==> config.mk <==
export PLATFORM = sky130hd
export DESIGN_NAME = icache_mshr_fill_unit
export DESIGN_NICKNAME = d
export VERILOG_FILES = /design/src/rtl/rv32i_types.sv /design/src/rtl/mshr_prio_enc.sv /design/src/rtl/icache_mshr_fill_unit.sv
export SDC_FILE = /design/constraint.sdc
export NUM_CORES = 1
export LEC_CHECK = 0
export BUFFER_PORTS_ARGS = -buffer_cell sky130_fd_sc_hd__clkbuf_2
export CORE_AREA = 2 2 252 254
export DETAILED_ROUTE_END_ITERATION = 8
export DIE_AREA = 0 0 254 256
export SLEW_MARGIN = 10
export SYNTH_ARGS = -nofsm -noshare
export SYNTH_HDL_FRONTEND = slang
export SYNTH_SLANG_ARGS = --single-unit
==> constraint.sdc <==
create_clock -name clk -period 12.3 [get_ports clk]
set_input_delay 1.23 -clock clk [delete_from_list [all_inputs] [get_ports clk]]
set_output_delay 1.23 -clock clk [all_outputs]
set_load 0.03 [all_outputs]
==> src/rtl/rv32i_types.sv <==
`default_nettype none
// ============================================================================
// rv32i_types : shared I-cache miss-handler types (MSHR entry state and record)
// Revision    : 1.0
// ============================================================================
package rv32i_types;

  // Tag storage is sized for the widest supported line tag; users widen on write.
  localparam int c_TAG_MAX_W = 64;

  typedef enum logic [1:0] {
    FREE    = 2'd0,
    PENDING = 2'd1,
    ISSUED  = 2'd2,
    ORPHAN  = 2'd3
  } mshr_state_t;

  typedef struct packed {
    mshr_state_t            state;
    logic [c_TAG_MAX_W-1:0] tag;
  } mshr_entry_t;

endpackage
`default_nettype wire

==> src/rtl/mshr_prio_enc.sv <==
`default_nettype none
// ============================================================================
// mshr_prio_enc : lowest-index-first priority encoder over a request vector
// Revision      : 1.0
// ============================================================================
module mshr_prio_enc #(
  parameter int N     = 4,
  parameter int IDX_W = (N > 1) ? $clog2(N) : 1
) (
  input  logic [N-1:0]     i_req,
  output logic [IDX_W-1:0] o_idx,
  output logic             o_valid
);

  always_comb begin
    o_idx   = '0;
    o_valid = |i_req;
    for (int i = N - 1; i >= 0; i--) begin
      if (i_req[i]) o_idx = IDX_W'(i);
    end
  end

endmodule
`default_nettype wire

==> src/rtl/icache_mshr_fill_unit.sv <==
`default_nettype none
// ============================================================================
// icache_mshr_fill_unit : multi-entry I-cache miss handler with merge, DFP
//                         issue, response matching and flush orphaning.
// Optional next-line prefetch: define ICACHE_NEXT_LINE_PREFETCH_EN.
// Revision              : 1.0
// ============================================================================
module icache_mshr_fill_unit
  import rv32i_types::*;
#(
  parameter int NUM_MSHR = 4,
  parameter int ADDR_W   = 32,
  parameter int LINE_W   = 256,
  parameter int OFFSET_W = 5
) (
  input  logic                          clk,
  input  logic                          rst,
  input  logic                          miss_valid,
  input  logic [ADDR_W-1:0]             miss_addr,
  output logic                          miss_ready,
  input  logic                          flush,
  output logic [ADDR_W-1:0]             dfp_addr,
  output logic                          dfp_read,
  input  logic [LINE_W-1:0]             dfp_rdata,
  input  logic [ADDR_W-1:0]             dfp_raddr,
  input  logic                          dfp_resp,
  output logic                          fill_valid,
  output logic [ADDR_W-1:0]             fill_addr,
  output logic [LINE_W-1:0]             fill_data,
  output logic [$clog2(NUM_MSHR+1)-1:0] outstanding,
  output logic                          unmatched_resp
);

  localparam int c_TAG_W = ADDR_W - OFFSET_W;
  localparam int c_IDX_W = (NUM_MSHR > 1) ? $clog2(NUM_MSHR) : 1;
  localparam int c_CNT_W = $clog2(NUM_MSHR + 1);

  mshr_entry_t r_entry [NUM_MSHR];

  logic [c_TAG_W-1:0]  w_miss_tag;
  logic [c_TAG_W-1:0]  w_resp_tag;
  logic [NUM_MSHR-1:0] w_free;
  logic [NUM_MSHR-1:0] w_pending;
  logic [NUM_MSHR-1:0] w_active_hit;
  logic [NUM_MSHR-1:0] w_issued_hit;
  logic [NUM_MSHR-1:0] w_orphan_hit;
  logic [c_IDX_W-1:0]  w_free_idx, w_pend_idx, w_iss_idx, w_orph_idx;
  logic                w_free_any, w_pend_any, w_iss_any, w_orph_any;
  logic [c_CNT_W-1:0]  w_count;

  assign w_miss_tag = miss_addr[ADDR_W-1:OFFSET_W];
  assign w_resp_tag = dfp_raddr[ADDR_W-1:OFFSET_W];

  logic w_unused_ok;
  assign w_unused_ok = ^{miss_addr[OFFSET_W-1:0], dfp_raddr[OFFSET_W-1:0]};

  always_comb begin
    w_count = '0;
    for (int i = 0; i < NUM_MSHR; i++) begin
      w_free[i]       = (r_entry[i].state == FREE);
      w_pending[i]    = (r_entry[i].state == PENDING);
      w_active_hit[i] = ((r_entry[i].state == PENDING) || (r_entry[i].state == ISSUED)) &&
                        (r_entry[i].tag == c_TAG_MAX_W'(w_miss_tag));
      w_issued_hit[i] = dfp_resp && (r_entry[i].state == ISSUED) &&
                        (r_entry[i].tag == c_TAG_MAX_W'(w_resp_tag));
      w_orphan_hit[i] = dfp_resp && (r_entry[i].state == ORPHAN) &&
                        (r_entry[i].tag == c_TAG_MAX_W'(w_resp_tag));
      if (!w_free[i]) w_count = w_count + c_CNT_W'(1);
    end
  end

  assign outstanding = w_count;

  mshr_prio_enc #(.N(NUM_MSHR), .IDX_W(c_IDX_W)) u_free_enc (
    .i_req(w_free), .o_idx(w_free_idx), .o_valid(w_free_any));
  mshr_prio_enc #(.N(NUM_MSHR), .IDX_W(c_IDX_W)) u_issue_enc (
    .i_req(w_pending), .o_idx(w_pend_idx), .o_valid(w_pend_any));
  mshr_prio_enc #(.N(NUM_MSHR), .IDX_W(c_IDX_W)) u_iss_hit_enc (
    .i_req(w_issued_hit), .o_idx(w_iss_idx), .o_valid(w_iss_any));
  mshr_prio_enc #(.N(NUM_MSHR), .IDX_W(c_IDX_W)) u_orph_hit_enc (
    .i_req(w_orphan_hit), .o_idx(w_orph_idx), .o_valid(w_orph_any));

  logic w_merge, w_alloc, w_issue_any;
  logic [c_IDX_W-1:0] w_issue_idx;
  logic [c_TAG_W-1:0] w_issue_tag;
  logic w_resp_orphan, w_resp_issued;

  assign w_merge    = |w_active_hit;
  assign miss_ready = miss_valid && !flush && (w_merge || w_free_any);
  assign w_alloc    = miss_valid && !flush && !w_merge && w_free_any;

  // With nothing queued, a fresh allocation is sent straight away (1-cycle latency).
  assign w_issue_any = !flush && (w_pend_any || w_alloc);
  assign w_issue_idx = w_pend_any ? w_pend_idx : w_free_idx;
  assign w_issue_tag = w_pend_any ? r_entry[w_pend_idx].tag[c_TAG_W-1:0] : w_miss_tag;

  // An orphaned read of the same line was sent earlier, so it claims the response first.
  assign w_resp_orphan = dfp_resp && w_orph_any;
  assign w_resp_issued = dfp_resp && !w_orph_any && w_iss_any;

  logic               w_pf_alloc;
  logic [c_IDX_W-1:0] w_pf_idx;
  logic [c_TAG_W-1:0] w_pf_tag;

`ifdef ICACHE_NEXT_LINE_PREFETCH_EN
  logic [NUM_MSHR-1:0] w_pf_free;
  logic [NUM_MSHR-1:0] w_pf_present;
  logic                w_pf_any;

  assign w_pf_tag  = w_miss_tag + c_TAG_W'(1);
  assign w_pf_free = w_free & ~(NUM_MSHR'(1) << w_free_idx);

  always_comb begin
    for (int i = 0; i < NUM_MSHR; i++) begin
      w_pf_present[i] = ((r_entry[i].state == PENDING) || (r_entry[i].state == ISSUED)) &&
                        (r_entry[i].tag == c_TAG_MAX_W'(w_pf_tag));
    end
  end

  mshr_prio_enc #(.N(NUM_MSHR), .IDX_W(c_IDX_W)) u_pf_enc (
    .i_req(w_pf_free), .o_idx(w_pf_idx), .o_valid(w_pf_any));

  assign w_pf_alloc = w_alloc && !(|w_pf_present) && w_pf_any;
`else
  assign w_pf_alloc = 1'b0;
  assign w_pf_idx   = '0;
  assign w_pf_tag   = '0;
`endif

  always_ff @(posedge clk) begin
    if (!rst) begin
      for (int i = 0; i < NUM_MSHR; i++) begin
        r_entry[i].state <= FREE;
        r_entry[i].tag   <= '0;
      end
      dfp_read       <= 1'b0;
      dfp_addr       <= '0;
      fill_valid     <= 1'b0;
      fill_addr      <= '0;
      fill_data      <= '0;
      unmatched_resp <= 1'b0;
    end else begin
      dfp_read <= w_issue_any;
      if (w_issue_any) dfp_addr <= {w_issue_tag, {OFFSET_W{1'b0}}};

      fill_valid <= w_resp_issued && !flush;
      if (w_resp_issued && !flush) begin
        fill_addr <= {w_resp_tag, {OFFSET_W{1'b0}}};
        fill_data <= dfp_rdata;
      end

      unmatched_resp <= dfp_resp && !w_orph_any && !w_iss_any;

      for (int i = 0; i < NUM_MSHR; i++) begin
        if ((w_resp_orphan && (w_orph_idx == c_IDX_W'(i))) ||
            (w_resp_issued && (w_iss_idx == c_IDX_W'(i)))) begin
          r_entry[i].state <= FREE;
        end else if (flush) begin
          if (r_entry[i].state == PENDING) r_entry[i].state <= FREE;
          else if (r_entry[i].state == ISSUED) r_entry[i].state <= ORPHAN;
        end else if (w_issue_any && (w_issue_idx == c_IDX_W'(i))) begin
          r_entry[i].state <= ISSUED;
          if (!w_pend_any) r_entry[i].tag <= c_TAG_MAX_W'(w_miss_tag);
        end else if (w_alloc && (w_free_idx == c_IDX_W'(i))) begin
          r_entry[i].state <= PENDING;
          r_entry[i].tag   <= c_TAG_MAX_W'(w_miss_tag);
        end else if (w_pf_alloc && (w_pf_idx == c_IDX_W'(i))) begin
          r_entry[i].state <= PENDING;
          r_entry[i].tag   <= c_TAG_MAX_W'(w_pf_tag);
        end
      end
    end
  end

endmodule
`default_nettype wire

Word-level counts from Yosys, hierarchy flattened
Memories as Yosys holds them, arrays and structs flattened.
Index checks and enable logic that the tools add are counted.
- flip-flop bits (word level): 313
- word-level logic and storage cells: 315
- input bits: 325
- output and inout port bits: 327
- bits in writable memories: 116
- memories kept: 1
- equal/unequal tests: 32
- bitwise operators: 28
- add/subtract/negate cells: 3
- mux-type cells: 172
- reductions and logical operators: 73
- memory list (memory ; words ; bits a word ; rd ports ; clocked after memory_dff ; write ports ; RTL line ; source):
    r_entry ; 4 ; 29 ; 5 ; 0 ; 4 ; icache_mshr_fill_unit.sv:38 ; mshr_entry_t r_entry [NUM_MSHR];
- operators with widths (operator ; count):
    $eq 64x27->1 ; 8
    $mux 27 ; 9
    $mux 1 ; 123
    $mux 2 ; 37
    $logic_and 1x1->1 ; 46
    $eq 2x2->1 const B ; 16
    $or 1x1->1 ; 28
    $reduce_or 4->1 ; 5
    $eq 2x1->1 const B ; 8
    $logic_not 2->1 ; 8
    $logic_or 1x1->1 ; 10
    $add 3x1->3 const B ; 3
    $mux 3 ; 3
    $logic_not 1->1 ; 4

Logic depth before layout (Yosys ltp)
Gate-level depths: netlist (run 1).
An unclocked memory read counts as a cell.
- depth in word-level cells: 19
- depth in mapped cells: 13
- gate-level depth less buffers: 11

Hierarchy
Synthesis (run 1) repeated with hierarchy kept, for this count alone.
- cell total of the unflattened synthesis: 2129
- area, all modules: 19336.0 sq um
- modules (own cells, without submodules) (module ; area each (sq um) ; sequential area each (sq um) ; cells each ; times used):
    icache_mshr_fill_unit ; 19195.9 ; 9729.3 ; 2101 ; 1
    mshr_prio_enc ; 35.0 ; 0.0 ; 7 ; 4

Least setup slack after synthesis (run 1)
Ideal clock, no wire load.
- path type: input port to flip-flop
- from: in dfp_raddr[7]
- to: mem r_entry[1][0] (netlist name), enable pin
- arrival time: 5.504 ns
- cell stages on the path: 8
- path slack: 6.309 ns
- required time: 11.813 ns
- cell sequence: buf_2 -> xor2_1 -> nor4_1 -> nand4_1 -> o31a_1 -> a41oi_1 -> nor2_1 -> o41ai_1
- RTL lines (element ; RTL line ; source):
    start: declaration ; icache_mshr_fill_unit.sv:25 ; input logic [ADDR_W-1:0] dfp_raddr,
    end: declaration ; icache_mshr_fill_unit.sv:38 ;

Worst setup path after layout (run 1)
- from: in dfp_raddr[16]
- to: reg fill_data[213]
- cells in the longest elaborated chain, start to end: 7
- elaborated cells between the ends (all ways): 18
- ends and longest elaborated chain (element ; RTL line ; source):
    $eq 64x27->1 ; icache_mshr_fill_unit.sv:65, icache_mshr_fill_unit.sv:67 ;
    $logic_and 1x1->1 ; icache_mshr_fill_unit.sv:66 ; w_orphan_hit[i] = dfp_resp && (r_entry[i].state == ORPHAN) &&
    $reduce_or 4->1 ; mshr_prio_enc.sv:17 ; o_valid = |i_req;
    $logic_not 1->1 ; icache_mshr_fill_unit.sv:99 ; assign w_resp_issued = dfp_resp && !w_orph_any && w_iss_any;
    $logic_and 1x1->1 ; icache_mshr_fill_unit.sv:99 ;
    $logic_and 1x1->1 (*) ; icache_mshr_fill_unit.sv:99 ;
    $logic_and 1x1->1 (*) ; icache_mshr_fill_unit.sv:147 ; if (w_resp_issued && !flush) begin
    end signal: assignment ; icache_mshr_fill_unit.sv:149 ; fill_data <= dfp_rdata;
    end: declaration ; icache_mshr_fill_unit.sv:29 ; output logic [LINE_W-1:0] fill_data,
Every way passes the cells marked *; elsewhere a longest branch is shown, timed or not.
A chain may end at the register's enable or synchronous reset.

==> results of run 1 <==
placed cells by master (no fill, tap or decap), types with 12 or more instances in the layout:
master / n
a211oi_1: 33
a21boi_1: 20
and2_1: 55
clkbuf_1: 14
clkbuf_16: 54
clkbuf_2: 631
dfxtp_1: 315
edfxtp_1: 114
ha_1: 20
inv_1: 15
mux2i_1: 312
mux4_2: 27
nand3_1: 12
nand4_1: 53
nor2_1: 333
nor3_1: 14
nor4_1: 13
xnor2_1: 184
xor2_1: 35
worst max-delay path by stage:
stage / end / cells after the start
final: fill_data[213]$_SDFFE_PN0P_ / 11
after global routing: fill_data[226]$_SDFFE_PN0P_ / 11
after CTS: fill_data[223]$_SDFFE_PN0P_ / 11
after detailed placement: fill_data[208]$_SDFFE_PN0P_ / 11
after global placement: fill_data[250]$_SDFFE_PN0P_ / 11
after floorplan: r_entry[1][0]$_DFFE_PP_ / 8
worst min-delay path: stages (launching register included):
cell and delay [ps]:
dfxtp_1 320, mux2i_1 60, nor2_1 70
where the power goes:
group	internal [mW]	switching [mW]
Sequential	1.59	0.107
Clock	0.860	0.605
Combinational	0.445	0.712
per-layer routing:
metal | routed length (µm) | global-route usage
met1 | 30500 | 0.277
met3 | 6500 | 0.0652
met5 | 168 | 0
met2 | 37800 | 0.392
met4 | 2250 | 0.0660
cells by family after synthesis:
| logic type | after synthesis | synth area share |
|---|---|---|
| XOR/XNOR | 219 | 0.0968 |
| buffers and inverters | 175 | 0.0503 |
| multiplexers | 340 | 0.189 |
| AND/OR/NAND/NOR | 519 | 0.122 |
| AO/OA/AOI/OAI | 100 | 0.0382 |
| flip-flops | 429 | 0.491 |
| other | 1 | 0.000189 |
| adder cells (fa/ha/maj) | 20 | 0.0126 |
layout make-up:
| type | instances | area [µm²] |
|---|---|---|
| Antenna cell | 2 | 5.00 |
| Clock buffer | 78 | 1540 |
| Clock inverter | 15 | 80.1 |
| Fill cell | 6240 | 37400 |
| Inverter | 16 | 67.6 |
| Multi-Input combinational cell | 1208 | 9180 |
| Sequential cell | 429 | 9730 |
| Tap cell | 846 | 1060 |
| Timing Repair Buffer | 644 | 3280 |
through the flow:
stage	area, µm²	setup WS, ps	hold WS [ps]	total power [mW]	utilization
final	24900	7000	490	4.31	0.400
after global routing	24900	6870	516	4.50	0.400
after CTS	24900	7170	495	4.36	0.400
after detailed placement	23300	6560	479	2.87	0.374
after global placement	23300	6650	473	2.86	0.374
after floorplan	19800	6310	620	2.46	-
flip-flops by register name, indices dropped and copies added (netlist names):
signal and count:
dfp_addr 27, dfp_read 1, fill_addr 27, fill_data 256, fill_valid 1, r_entry 116
unmatched_resp 1
==> impl_metrics.yaml, run 1 <==
timing:
  min_period_ps: 5300
  rsz0062_at_grt: "no"
  setup_tns_ps: 0
  drv_slew: 0
  finalHoldViolCount: 0
  period_share: 0.431
  max_freq_mhz: 189
  setup_violations: 0
  slew-limit-headroom: 0.162
  worst_slew_pin_slew_ps: 1230
  fin_skew_ps: 21.0
die:
  ioPinCount: 652
  die_height_um: 256
  die_area_mm2: 0.0650
  die_w_um: 254
  core-area_mm2: 0.0624
  rows: 92
  start_util: 0.317
setup_path:
  r2r_end: "fill_data[213]$_SDFFE_PN0P_"
  crit_top_cell: "buf_4"
  slowest_delay_ps: 960
  crit_chain: "clkbuf_2 -> xor2_1 -> nor4_1 -> nand3_1 -> nor3_2 -> a2111oi_0 -> nor4_4 -> buf_4 -> buf_4 -> mux2i_1 -> nor2_1"
  cp-end-kind: "flip-flop"
  crit_required_ps: 12730
  cp.arrival_ps: 5730
  cp-start-kind: "input port"
  worstSetupPathType: "input port to flip-flop"
  crit_fanout: 64
  crit_family: "buffers and inverters"
  r2r-start: "r_entry[2][18]$_SDFFCE_PN0P_"
  crit_slowest_cell: "buf_4"
  reg2reg_depth: 10
  rrSetupSlack_ps: 7480
  path_buf_inv: 3
  critPathLaunch: "dfp_raddr[16]"
synthesis:
  synth_common_cells: "nor2_1, dfxtp_1, mux2i_1, xnor2_1, edfxtp_1"
  syn_area_per_cell_um2: 11.0
  synth.area.top_cells: "dfxtp_1, edfxtp_1, mux2i_1, xnor2_1, nor2_1"
  synth_area_mm2: 0.0198
  synth_edf_count: 114
  yosysUniqueCellTypes: 58
  yosysMostFrequentCell: "nor2_1"
  synth-seq-cells: 429
  yosysWarnings: 0
  ys_async_sr_fraction: 0
  synthCells: 1803
  synthFlopType: "dfxtp_1"
  synth_area_leader_cell: "dfxtp_1"
  yosysSeqAreaShare: 0.491
  synthDominantCellAreaShare: 0.318
min_path:
  hold_start: "fill_data[199]$_SDFFE_PN0P_"
  hold_path_depth: 2
  min_to: "fill_data[199]$_SDFFE_PN0P_"
  hp-class: "flip-flop to flip-flop"
placed_design:
  dp_cells: 3143
  io_buffer_count: 631
  dpl.hpwl_um: 59700
  gp_congestion: 0.971
final_layout:
  finalNetCount: 2694
  fin_cells: 3238
  drive_gt1_frac: 0.321
  syn_to_final_growth_pct: 25.9
outcome:
  status: "finished, final reports clean"
clock_tree:
  post_cts_resize_count: 0
  h-tree-depth: 2
  cts_made_buffers: 50
  ctsHoldBuffers: 0
  clkSlewWorstSetupHoldPaths_ps: 50
  insertion_delay_ps: 590
  cts_root_buffer: "clkbuf_16"
  cts_tree: "done"
  cts_max_path_buffers: 3
  cts_sinks: 429
  postCtsSetupRepairBufs: 0
route:
  ant_nets: 0
  drc_errors: 0
  vias_per_cell: 4.82
  dr.first_iter.drc_count: 1215
  vias: 15600
  first_pass_iters: 5
  drt-total-wl_um: 77200
  wl_per_cell_um: 23.8
grt:
  grt_max_degree: 183
  grt_pass1_wl_um: 108000
  grt-ovfl-total: 0
  grt_pass1_vias: 15100
  antenna_found_initial: 19
  grt_usage: 0.229
power:
  peakVddDrop_mv: 0.0913
  p_per_area_mw_per_mm2: 173
  p_leak_nw: 9.88
run:
  max-cap-violations: 0
Power figures use the tool's default switching activity.
==> inputs of run 2 (changes only) <==
==> constraint.sdc (replaced) <==
create_clock -name clk -period 4.6 [get_ports clk]
set_input_delay 0.46 -clock clk [delete_from_list [all_inputs] [get_ports clk]]
set_output_delay 0.46 -clock clk [all_outputs]
set_load 0.03 [all_outputs]
==> run 2 against run 1 <==
  * Hold slack worse by 380 ps
  * Clock skew up 4.0 ps
  * Sequential cell count unchanged
  * Sequential power rose to 2.7 times the previous value
  * Combinational power rose to 2.7 times the previous value
  * Core utilization up 0.65 points
  * Die area unchanged
  * Clock power rose to 2.9 times the previous value
  * Cell count up 0.53%
  * Via count up 0.40%
  * Cell area up 1.6%
  * Setup slack worse by 6300 ps
  * Critical endpoint is now r_entry[0][1]$_DFFE_PP_
  * Highest routed layer unchanged
==> impl_metrics.yaml, run 2 (synthesis results as in run 1) <==
outcome:
  status: "finished, final reports clean"
die:
  rows: 92
  die_height_um: 256
  die_area_mm2: 0.0650
  die_w_um: 254
  ioPinCount: 652
  core-area_mm2: 0.0624
  start_util: 0.317
route:
  dr.first_iter.drc_count: 1116
  drc_errors: 0
  vias: 15700
  wl_per_cell_um: 24.0
  drt-total-wl_um: 78200
  first_pass_iters: 4
  vias_per_cell: 4.82
  ant_nets: 0
final_layout:
  layout_commonest_cell: "clkbuf_2"
  finalNetCount: 2709
  largest_reg_flops: 256
  drive_gt1_frac: 0.325
  top_regs: "fill_data (256), r_entry (116)"
  multiInputGateArea_mm2: 0.00919
  fillCellCount: 6201
  seq_area_mm2: 0.00973
  syn_to_final_growth_pct: 28.0
  regMostFlops: "fill_data"
  layout_common_cells: "clkbuf_2, nor2_1, dfxtp_1"
power:
  p_per_area_mw_per_mm2: 471
  total_power_mw: 11.9
  comb_power_share: 0.264
  switching_share: 0.324
  p_switching_mw: 3.87
  p_int_mw: 8.08
  peakVddDrop_mv: 0.303
  clkPwrFrac: 0.357
  seqPwrFrac: 0.379
  p_leak_nw: 10.1
setup_path:
  crit_top_cell: "nor2_1"
  slowest_delay_ps: 640
  cp-start-kind: "flip-flop"
  worstSetupPathType: "flip-flop to flip-flop"
  cp.arrival_ps: 4170
  crit_slowest_cell: "a211oi_1"
  crit_chain: "inv_1 -> ha_1 -> nor2_1 -> o21ai_0 -> a211oi_1 -> nor2_1 -> nor3_1 -> o21ai_1 -> a2bb2oi_1 -> buf_4 -> a21boi_0"
  crit_fanout: 27
  crit_required_ps: 4900
  cp-end-kind: "flip-flop"
grt:
  use_met1: 0.294
  grt_usage: 0.233
  grt-ovfl-total: 0
  grt_pass1_vias: 15600
  grt_busiest_layer: "met2"
  antenna_found_initial: 20
  grt_pass1_wl_um: 110000
  use_met2: 0.382
  grt_max_degree: 187
  met3_usage: 0.0565
placed_design:
  preCtsSetupSlack_ps: 740
  io_buffer_count: 631
  dpl.hpwl_um: 60900
  gp_congestion: 1.01
timing:
  max_freq_mhz: 259
  worst_slack_ps: 737
  slew-limit-headroom: 0.358
  fin_skew_ps: 25.0
  worst_slew_pin_slew_ps: 939
  setup_tns_ps: 0
  worst_hold_slack_ps: 106
  period_share: 0.840
  drv_slew: 0
  setup_violations: 0
  min_period_ps: 3860
  rsz0062_at_grt: "no"
  finalHoldViolCount: 0
clock_tree:
  cts_max_path_buffers: 3
  cts_tree: "done"
  h-tree-depth: 2
  insertion_delay_ps: 590
  ctsHoldBuffers: 0
  cts_made_buffers: 50
  post_cts_resize_count: 0
  cts_sinks: 429
  clkSlewWorstSetupHoldPaths_ps: 70
  postCtsSetupRepairBufs: 0
  cts_root_buffer: "clkbuf_16"
run:
  max-cap-violations: 0
min_path:
  hp-class: "input port to flip-flop"
-- run 2: through the flow --
stage	util	cells	instance area, µm²
2_1_floorplan	-	1812	19900
3_3_place_gp	0.378	3158	23600
3_5_place_dp	0.378	3158	23600
4_1_cts	0.406	3249	25300
5_1_grt	0.406	3251	25300
6_report	0.406	3255	25300
-- run 2: cell type report --
type | count | area share
multi-input cells | 1208 | 0.362
diodes | 6 | 0.000592
well taps | 846 | 0.0418
repair buffers | 659 | 0.139
clock inverters | 24 | 0.0131
inverters | 16 | 0.00267
flip-flops and latches | 429 | 0.384
clock buffers | 67 | 0.0563
-- run 2: power groups by stage --
| stage | clock network [mW] | registers [mW] | logic [mW] |
|---|---|---|---|
| 4_1_cts | 4.37 | 4.52 | 3.16 |
| 6_report | 4.27 | 4.53 | 3.15 |
| 3_5_place_dp | 0 | 4.60 | 3.14 |
| 2_1_floorplan | 0 | 4.69 | 1.90 |
| 3_3_place_gp | 0 | 4.58 | 3.12 |
| 5_1_grt | 4.52 | 4.57 | 3.35 |
-- run 2: worst paths after layout --
check	startpoint	end	slack [ps]	cells past startpoint
max	r_entry[0][27]$_SDFFE_PP0P_	r_entry[0][1]$_DFFE_PP_	740	11
min reg2reg	fill_addr[6]$_SDFFE_PN0P_	fill_addr[6]$_SDFFE_PN0P_	490	2
max reg2reg	r_entry[0][27]$_SDFFE_PP0P_	r_entry[0][1]$_DFFE_PP_	740	11
min	dfp_rdata[29]	fill_data[29]$_SDFFE_PN0P_	110	3
-- run 2: per-layer routing --
metal | vias to the layer above | routed length (µm) | part of all wire
li1 | 7328 | - | -
met1 | 7611 | 32400 | 0.41
met2 | 593 | 36900 | 0.47
met3 | 139 | 5600 | 0.072
met4 | 14 | 3140 | 0.040
met5 | - | 103 | 0.0013
-- run 2: critical path: cells and delay by family (launching register included) --
kind	cells	cell delay, ps
AO/OA/AOI/OAI	5	1330
AND/OR/NAND/NOR	3	1030
buffers and inverters	2	490
flip-flops	1	390
adder cells (fa/ha/maj)	1	330
